===== src/rtl/mem_stage_lsu.sv =====
// -----------------------------------------------------------------------------
// mem_stage_lsu
// Memory stage of the pipeline. It consumes the registered EX/MEM bundle and
// performs any load or store over a req/ack data-memory bus. While an access
// is outstanding it raises stall, which freezes EX/MEM (EX/MEM EN = ~stall).
// It registers the MEM/WB bundle for the write-back stage.
//
// Optional feature macro: MEM_ALIGN_CHECK_EN
//   When defined, a misaligned half or word access never reaches the bus. It
//   completes in one cycle with RegWrite cleared and the extra registered
//   output `misalign` set. When undefined, the low address bits below the
//   access size are ignored.
//
// Parameters
//   BIG_ENDIAN  0: byte lane = addr[1:0]; 1: byte lane = 3 - addr[1:0]
//
// Ports
//   clk, CLR                 clock, synchronous active-high reset
//   In + *_in                EX/MEM valid and bundle (R1_in is the memory address)
//   stall                    combinational hold request for EX/MEM
//   mem_req/we/addr/be/wdata registered data-memory request
//   mem_ack, mem_rdata       completion and load data (rdata valid with ack)
//   Out + IR..MemtoReg       registered MEM/WB bundle; MemData = extended load data
//   misalign                 (MEM_ALIGN_CHECK_EN only) registered with Out
// -----------------------------------------------------------------------------
module mem_stage_lsu #(
  parameter int BIG_ENDIAN = 0
) (
  input  logic        clk,
  input  logic        CLR,
  input  logic        In,
  input  logic [31:0] IR_in,
  input  logic [31:0] PC_in,
  input  logic [31:0] R1_in,
  input  logic [31:0] R2_in,
  input  logic [31:0] RD2_in,
  input  logic [4:0]  WbRegNum_in,
  input  logic        RegWrite_in,
  input  logic        LOWrite_in,
  input  logic        HIWrite_in,
  input  logic        MemtoReg_in,
  input  logic        MemWrite_in,
  input  logic        UnsignedExt_Mem_in,
  input  logic        Byte_in,
  input  logic        Half_in,
  output logic        stall,
  output logic        mem_req,
  output logic        mem_we,
  output logic [31:0] mem_addr,
  output logic [3:0]  mem_be,
  output logic [31:0] mem_wdata,
  input  logic        mem_ack,
  input  logic [31:0] mem_rdata,
  output logic        Out,
  output logic [31:0] IR,
  output logic [31:0] PC,
  output logic [31:0] R1,
  output logic [31:0] R2,
  output logic [31:0] MemData,
  output logic [4:0]  WbRegNum,
  output logic        RegWrite,
  output logic        LOWrite,
  output logic        HIWrite,
  output logic        MemtoReg
`ifdef MEM_ALIGN_CHECK_EN
  ,
  output logic        misalign
`endif
);

  typedef enum logic [0:0] {IDLE = 1'b0, BUSY = 1'b1} state_t;

  typedef struct packed {
    logic [31:0] ir;
    logic [31:0] pc;
    logic [31:0] r1;
    logic [31:0] r2;
    logic [4:0]  wb;
    logic        rw;
    logic        lo;
    logic        hi;
    logic        m2r;
    logic        uns;
    logic        by;
    logic        hf;
  } bundle_t;

  // Byte lane addressed by a[1:0] under the configured endianness.
  function automatic logic [1:0] byte_lane(input logic [1:0] a);
    if (BIG_ENDIAN != 0) begin
      byte_lane = 2'd3 - a;
    end else begin
      byte_lane = a;
    end
  endfunction

  // 1 when the addressed halfword sits in the upper 16 bits of the bus.
  function automatic logic half_hi(input logic a1);
    if (BIG_ENDIAN != 0) begin
      half_hi = ~a1;
    end else begin
      half_hi = a1;
    end
  endfunction

  // Lane extraction plus sign/zero extension; Byte takes priority over Half.
  function automatic logic [31:0] load_extract(input logic [31:0] rdata, input logic [1:0] a,
                                               input logic is_byte, input logic is_half,
                                               input logic uns);
    logic [7:0]  b;
    logic [15:0] h;
    case (byte_lane(a))
      2'd0:    b = rdata[7:0];
      2'd1:    b = rdata[15:8];
      2'd2:    b = rdata[23:16];
      default: b = rdata[31:24];
    endcase
    h = half_hi(a[1]) ? rdata[31:16] : rdata[15:0];
    if (is_byte) begin
      load_extract = uns ? {24'h000000, b} : {{24{b[7]}}, b};
    end else if (is_half) begin
      load_extract = uns ? {16'h0000, h} : {{16{h[15]}}, h};
    end else begin
      load_extract = rdata;
    end
  endfunction

  state_t      state_r, state_nx_s;
  bundle_t     in_s, sv_r, src_s;
  logic        memop_s, misal_s, launch_s, complete_s, pass_s;
  logic [3:0]  be_s;
  logic [31:0] wdata_s;

  assign in_s = '{ir: IR_in, pc: PC_in, r1: R1_in, r2: R2_in, wb: WbRegNum_in,
                  rw: RegWrite_in, lo: LOWrite_in, hi: HIWrite_in, m2r: MemtoReg_in,
                  uns: UnsignedExt_Mem_in, by: Byte_in, hf: Half_in};

  assign memop_s = In & (MemWrite_in | MemtoReg_in);

`ifdef MEM_ALIGN_CHECK_EN
  assign misal_s = memop_s & ~Byte_in & (Half_in ? R1_in[0] : (R1_in[1:0] != 2'b00));
`else
  assign misal_s = 1'b0;
`endif

  // MEM/WB source: the saved bundle on bus completion, otherwise the live EX/MEM bundle.
  assign src_s = complete_s ? sv_r : in_s;

  // Byte enables and lane-replicated store data for the current EX/MEM access.
  always_comb begin
    if (Byte_in) begin
      be_s    = 4'b0001 << byte_lane(R1_in[1:0]);
      wdata_s = {4{RD2_in[7:0]}};
    end else if (Half_in) begin
      be_s    = half_hi(R1_in[1]) ? 4'b1100 : 4'b0011;
      wdata_s = {2{RD2_in[15:0]}};
    end else begin
      be_s    = 4'hF;
      wdata_s = RD2_in;
    end
  end

  // FSM next state, stall and the one-cycle launch/complete/pass-through strobes.
  always_comb begin
    state_nx_s = state_r;
    stall      = 1'b0;
    launch_s   = 1'b0;
    complete_s = 1'b0;
    pass_s     = 1'b0;
    case (state_r)
      IDLE: begin
        if (memop_s && !misal_s) begin
          stall      = 1'b1;
          launch_s   = 1'b1;
          state_nx_s = BUSY;
        end else begin
          pass_s = In;
        end
      end
      BUSY: begin
        if (mem_ack) begin
          complete_s = 1'b1;
          state_nx_s = IDLE;
        end else begin
          stall = 1'b1;
        end
      end
      default: state_nx_s = IDLE;
    endcase
    if (CLR) begin
      state_nx_s = IDLE;
      stall      = 1'b0;
      launch_s   = 1'b0;
      complete_s = 1'b0;
      pass_s     = 1'b0;
    end else begin
      state_nx_s = state_nx_s;
    end
  end

  // FSM state register.
  always_ff @(posedge clk) begin
    if (CLR) begin
      state_r <= IDLE;
    end else begin
      state_r <= state_nx_s;
    end
  end

  // Bus request registers and saved bundle; held stable for the whole BUSY period.
  always_ff @(posedge clk) begin
    if (CLR) begin
      mem_req   <= 1'b0;
      mem_we    <= 1'b0;
      mem_addr  <= 32'h0;
      mem_be    <= 4'h0;
      mem_wdata <= 32'h0;
      sv_r      <= '0;
    end else if (launch_s) begin
      mem_req   <= 1'b1;
      mem_we    <= MemWrite_in;
      mem_addr  <= {R1_in[31:2], 2'b00};
      mem_be    <= be_s;
      mem_wdata <= wdata_s;
      sv_r      <= in_s;
    end else if (complete_s) begin
      mem_req   <= 1'b0;
      mem_we    <= 1'b0;
      mem_addr  <= 32'h0;
      mem_be    <= 4'h0;
      mem_wdata <= 32'h0;
    end else begin
      mem_req   <= mem_req;
    end
  end

  // MEM/WB register: valid bundle on completion or pass-through, bubble otherwise.
  always_ff @(posedge clk) begin
    if (CLR || !(complete_s || pass_s)) begin
      Out      <= 1'b0;
      IR       <= 32'h0;
      PC       <= 32'h0;
      R1       <= 32'h0;
      R2       <= 32'h0;
      MemData  <= 32'h0;
      WbRegNum <= 5'd0;
      RegWrite <= 1'b0;
      LOWrite  <= 1'b0;
      HIWrite  <= 1'b0;
      MemtoReg <= 1'b0;
`ifdef MEM_ALIGN_CHECK_EN
      misalign <= 1'b0;
`endif
    end else begin
      Out      <= 1'b1;
      IR       <= src_s.ir;
      PC       <= src_s.pc;
      R1       <= src_s.r1;
      R2       <= src_s.r2;
      MemData  <= (complete_s && src_s.m2r) ?
                  load_extract(mem_rdata, src_s.r1[1:0], src_s.by, src_s.hf, src_s.uns) : 32'h0;
      WbRegNum <= src_s.wb;
      // A misaligned access completes here without ever touching the bus.
      RegWrite <= src_s.rw & ~(pass_s & misal_s);
      LOWrite  <= src_s.lo;
      HIWrite  <= src_s.hi;
      MemtoReg <= src_s.m2r;
`ifdef MEM_ALIGN_CHECK_EN
      misalign <= pass_s & misal_s;
`endif
    end
  end

endmodule


===== config.mk =====
export PLATFORM = sky130hd
export DESIGN_NAME = mem_stage_lsu
export DESIGN_NICKNAME = d
export VERILOG_FILES = /design/src/rtl/mem_stage_lsu.sv
export SDC_FILE = /design/constraint.sdc
export NUM_CORES = 1
export LEC_CHECK = 0
export BUFFER_PORTS_ARGS = -buffer_cell sky130_fd_sc_hd__buf_2
export CAP_MARGIN = 20
export CORE_AREA = 2 2 173 175
export CTS_CLUSTER_DIAMETER = 100
export DETAILED_ROUTE_END_ITERATION = 12
export DIE_AREA = 0 0 175 177
export PLACE_DENSITY = 0.76
export REMOVE_ABC_BUFFERS = 1
export SYNTH_ARGS = -nofsm -noshare
export SYNTH_HDL_FRONTEND = slang
export SYNTH_SLANG_ARGS = --single-unit

===== constraint.sdc =====
create_clock -name clk -period 3.7 [get_ports clk]
set_clock_uncertainty 0.2 [all_clocks]
set_input_delay 1.11 -clock clk [delete_from_list [all_inputs] [get_ports clk]]
set_output_delay 1.11 -clock clk [all_outputs]
set_load 0.1 [all_outputs]

### Word-level counts from Yosys, hierarchy flattened

Cells that the tools add are included.

* equal/unequal tests: 2
* shift-type cells: 1
* muxes and demuxes: 39
* bitwise operators: 4
* reduce and logical (&&, ||, !) cells: 7

Operators with widths (count)
* $mux 32: 10
* $mux 140: 1
* $pmux 8 s3: 1
* $mux 4: 5
* $mux 1: 18
* $mux 16: 1
* $mux 2: 2
* $shl 1x2->4 const A: 1
* $eq 2x1->1 const B: 1
* $eq 2x2->1 const B: 1
* $logic_not 2->1: 1
* $logic_or 1x1->1: 2
* $not 1->1: 2
* $pmux 1 s2: 1
* $reduce_bool 2->1: 1
* $reduce_or 2->1: 1
* $and 1x1->1: 1
* $logic_and 1x1->1: 1
* $logic_not 1->1: 1
* $or 1x1->1: 1

* register bits after elaboration: 379
* input bits: 209
* logic and storage cells: 82

### Depth between registers and ports, before layout

* depth after elaboration: 13
* mapped depth: 7
* depth with buffers taken out: 5

### Worst setup path after synthesis

No wires, ideal clock.

* kind: input port to output port
* start point: in CLR
* end point: out stall
* arrival time: 3.691 ns
* path slack: -1.301 ns
* stages on the path: 4
* buffers on the path: 2
* cells stage by stage: buf_6 -> clkbuf_1 -> nand2b_1 -> o21ai_0

* word-level cells in the longest chain between the ends: 1

RTL lines
* start, declared: line 30 `input logic CLR,`
* $mux 1: line 190 `if (CLR) begin`
* end, declared: line 46 `output logic stall,`

Every way passes these cells.

### Worst setup path in the final report

* start point: in MemtoReg_in
* end point: out stall

* word-level cells in the longest chain between the ends: 5

RTL lines
* start, declared: line 41 `input logic MemtoReg_in,`
* $or 1x1->1: line 138 `assign memop_s = In & (MemWrite_in | MemtoReg_in);`
* $and 1x1->1: line 138
* $mux 1: line 172 `if (memop_s && !misal_s) begin`
* $pmux 1 s2: line 170 `case (state_r)`
* $mux 1: line 190

Every way passes these cells.

==> metrics.cfg <==
[power]
combPwrFrac_pct = 13.5
p_sw_share_pct = 28.0
p_switching_mw = 2.70
p_leak_nw = 8.00
pwr-share-clk_pct = 42.0
power.internal_mw = 6.95
vdd.ir_drop.worst_mv = 0.342
pwr-share-seq_pct = 44.5
p_per_area_nw_per_um2 = 558

[yosys]
yosysWarningCount = 0
avgSynthCellArea_sq_um = 8.10
yosysTopAreaCellShare_pct = 56.0
synth.mux.area_fraction_pct = 2.09
synthXorXnorAreaFrac_pct = 0
ys_seq_area_share_pct = 56.0
synth-adder-area-share_pct = 0
synthTopCellsByArea = dfxtp_1 56%, nand2_1 17%, a21oi_1 13%, clkbuf_1 2.1%, mux2i_1 1.8%
synth_area_leader_cell = dfxtp_1
synth.distinct_cells = 40
yosys_register_bits = 379
synth_compound_area_share_pct = 17.7
syn_inst = 1674
synth_top_family_by_area = simple AND/OR/NAND/NOR gates
yosys.area_share.simple_pct = 20.0
syn-cell-area_sq_um = 13600

[finish]
stdcell_count = 2475
multi_input_area_sq_um = 5410
seqCellArea_sq_um = 7590
fillCellCount = 2621
nNetsFinal = 2256
drive_above_1_share_pct = 26.0
area_delta_synth_final_pct = 27.6

[timing]
fin_crit_sh_pct = 92.5
slew_violations = 0
fin_ws_ns = 0.278
fmax_mhz = 292
rsz0062_at_grt = false
max_slew_margin_pct = 39.3
worst_pin_slew_ns = 0.908
setup_viol = 0
hold_violations = 0
period_minus_slack_ns = 3.42

[setup_path]
reg2reg_slack_ns = 1.44
crit_path_end_kind = primary output
cp.arrival_ns = 2.11
r2r-end = mem_wdata[8]
startpoint = MemtoReg_in
reg2regPathDepth = 6
worstPathRequired_ns = 2.39
worstReg2RegStart = state_r
path_class = in2out
cp_max_fo = 3
crit_path_start_kind = input pin

[drt]
detail_route.vias_per_cell = 5.20
antenna_left = 0
drc = 0
first_iter_violations = 1031
wl_um = 39500
via_count = 12900
post_drt_wl_per_cell_um = 16.0
dr.pass1.iters = 5

[floorplanning]
initial_core_util_pct = 46.4
coreArea_sq_um = 29200
io_pins = 450
dieArea_sq_um = 31000
fp.dieH_um = 177
rows = 63
fp.dieW_um = 175

[clocking]
clkLatencyLatePin_ns = 0.52
h-tree-depth = 2
cts-resized-gates = 0
cts.sinks = 379
postCtsHoldBufs = 0
cts_tree = done
clockRootBuffer = clkbuf_16
cts_buffers = 40
clk_pin_slew_ns = 0.06
clockBufferDepth = 3
post-cts-setup-buffers = 0

[placed_design]
place_ws_ns = 0.282
place.gp.congestion = 0.905
portBuffers = 447
dp_hpwl_um = 25200
placed_cells_incl_taps = 2395

[global_routing]
grt_usage_pct = 23.8
grt_max_degree = 193
grt_antenna_before_repair = 11
grt_pass1_vias = 12100
grt_pass1_wl_um = 60600
overflow = 0

[worst_hold_path]
whs_path_depth = 2
whs_endpoint = R2[3]
worstHoldStart = sv_r[15]
hold_class = reg2reg

[status]
status = finished, final reports clean

[run]
drv_cap = 0

[layer usage]
layer,vias to the layer above,wire [um],global-route usage (%)
met3,102,3200,5.84
met2,545,18900,40.2
met4,6,1520,9.72
met5,-,38,0
met1,5948,15900,29.3
li1,6258,-,-
[cell type report]
type,count,share of cell area [%]
sequential,379,43.8
multi-input combinational,1160,31.3
tap,390,2.82
clock inverter,15,0.962
antenna,8,0.116
clock buffer,57,6.85
inverter,5,0.108
timing repair buffer,461,14.0
[power by group through the flow]
stage / combinational [mW] / clock [mW] / sequential (mW)
after floorplan: 0.341 / 0 / 4.95
after global placement: 1.28 / 0 / 4.38
after CTS: 1.30 / 4.13 / 4.29
after detailed placement: 1.30 / 0 / 4.38
final: 1.30 / 4.05 / 4.29
after global routing: 1.38 / 4.28 / 4.31
[kinds of logic (layout without fill, tap and decap cells)]
kind of cell,after synthesis,after routing
simple gates,687,687
other cells,1,10
mux,27,27
flops,379,379
buf+inv,136,538
compound gates,444,444
[registers in the layout, indices dropped and copies added (netlist names), 4 cells and up]
| signal | flops |
|---|---|
| IR | 32 |
| MemData | 32 |
| PC | 32 |
| R1 | 32 |
| R2 | 32 |
| WbRegNum | 5 |
| mem_addr | 30 |
| mem_be | 4 |
| mem_wdata | 32 |
| sv_r | 140 |
[cells in the mapped netlist, drive strengths merged]
master	instances
a211oi	3
a21boi	1
a21o	24
a21oi	353
a22oi	1
a31oi	17
and3	2
and4b	1
buf	54
clkbuf	77
conb	1
dfxtp	379
inv	5
mux2	1
mux2i	26
nand2	615
nand2b	12
nand3	20
nand3b	4
nand4b	1
nor2	26
nor2b	2
nor3	2
o21ai	29
o221ai	7
o22ai	8
o32ai	1
or2	1
or3	1
[layout by cell type, fill, tap and decap left out, drive strengths merged]
master / Yosys / layout
conb: 1 / 2
diode: 0 / 8
mux2i: 26 / 26
buf: 54 / 461
nor3: 2 / 2
or2: 1 / 1
nand4b: 1 / 1
and4b: 1 / 1
mux2: 1 / 1
or3: 1 / 1
nand3: 20 / 20
dfxtp: 379 / 379
a22oi: 1 / 1
a31oi: 17 / 17
nand3b: 4 / 4
a21oi: 353 / 353
and3: 2 / 2
nor2: 26 / 26
o22ai: 8 / 8
o32ai: 1 / 1
o21ai: 29 / 29
clkinv: 0 / 7
a211oi: 3 / 3
o221ai: 7 / 7
clkbuf: 77 / 57
a21o: 24 / 24
nand2b: 12 / 12
clkinvlp: 0 / 2
inv: 5 / 8
a21boi: 1 / 1
nand2: 615 / 615
nor2b: 2 / 2
bufinv: 0 / 3
[worst max-delay path, cell delays in order]
cell and delay (ns):
buf_2 0.09, nor2_1 0.08, or3_4 0.39, o21ai_0 0.19
buf_12 0.23
[through the flow]
stage                     setup TNS [ns]  power [mW]  hold slack (ns)  area (sq um)  utilization [%]
after global routing                   0        9.96            0.258         17300             59.2
final                                  0        9.65            0.240         17300             59.2
after detailed placement               0        5.68            0.241         15900             54.5
after global placement                 0        5.66            0.236         15900             54.5
after floorplan                  -596.00        5.29            0.231         13000                -
after CTS                              0        9.73            0.245         17300             59.1
[how the worst max path moves through the flow]
stage / depth (start not counted) / endpoint / slack [ns]
floorplan: 3 / stall / -5.10
global placement: 5 / stall / 0.31
detailed placement: 5 / stall / 0.28
CTS: 5 / stall / 0.28
global route: 5 / stall / 0.25
finish: 5 / stall / 0.28
Power figures use the tool's default switching activity.
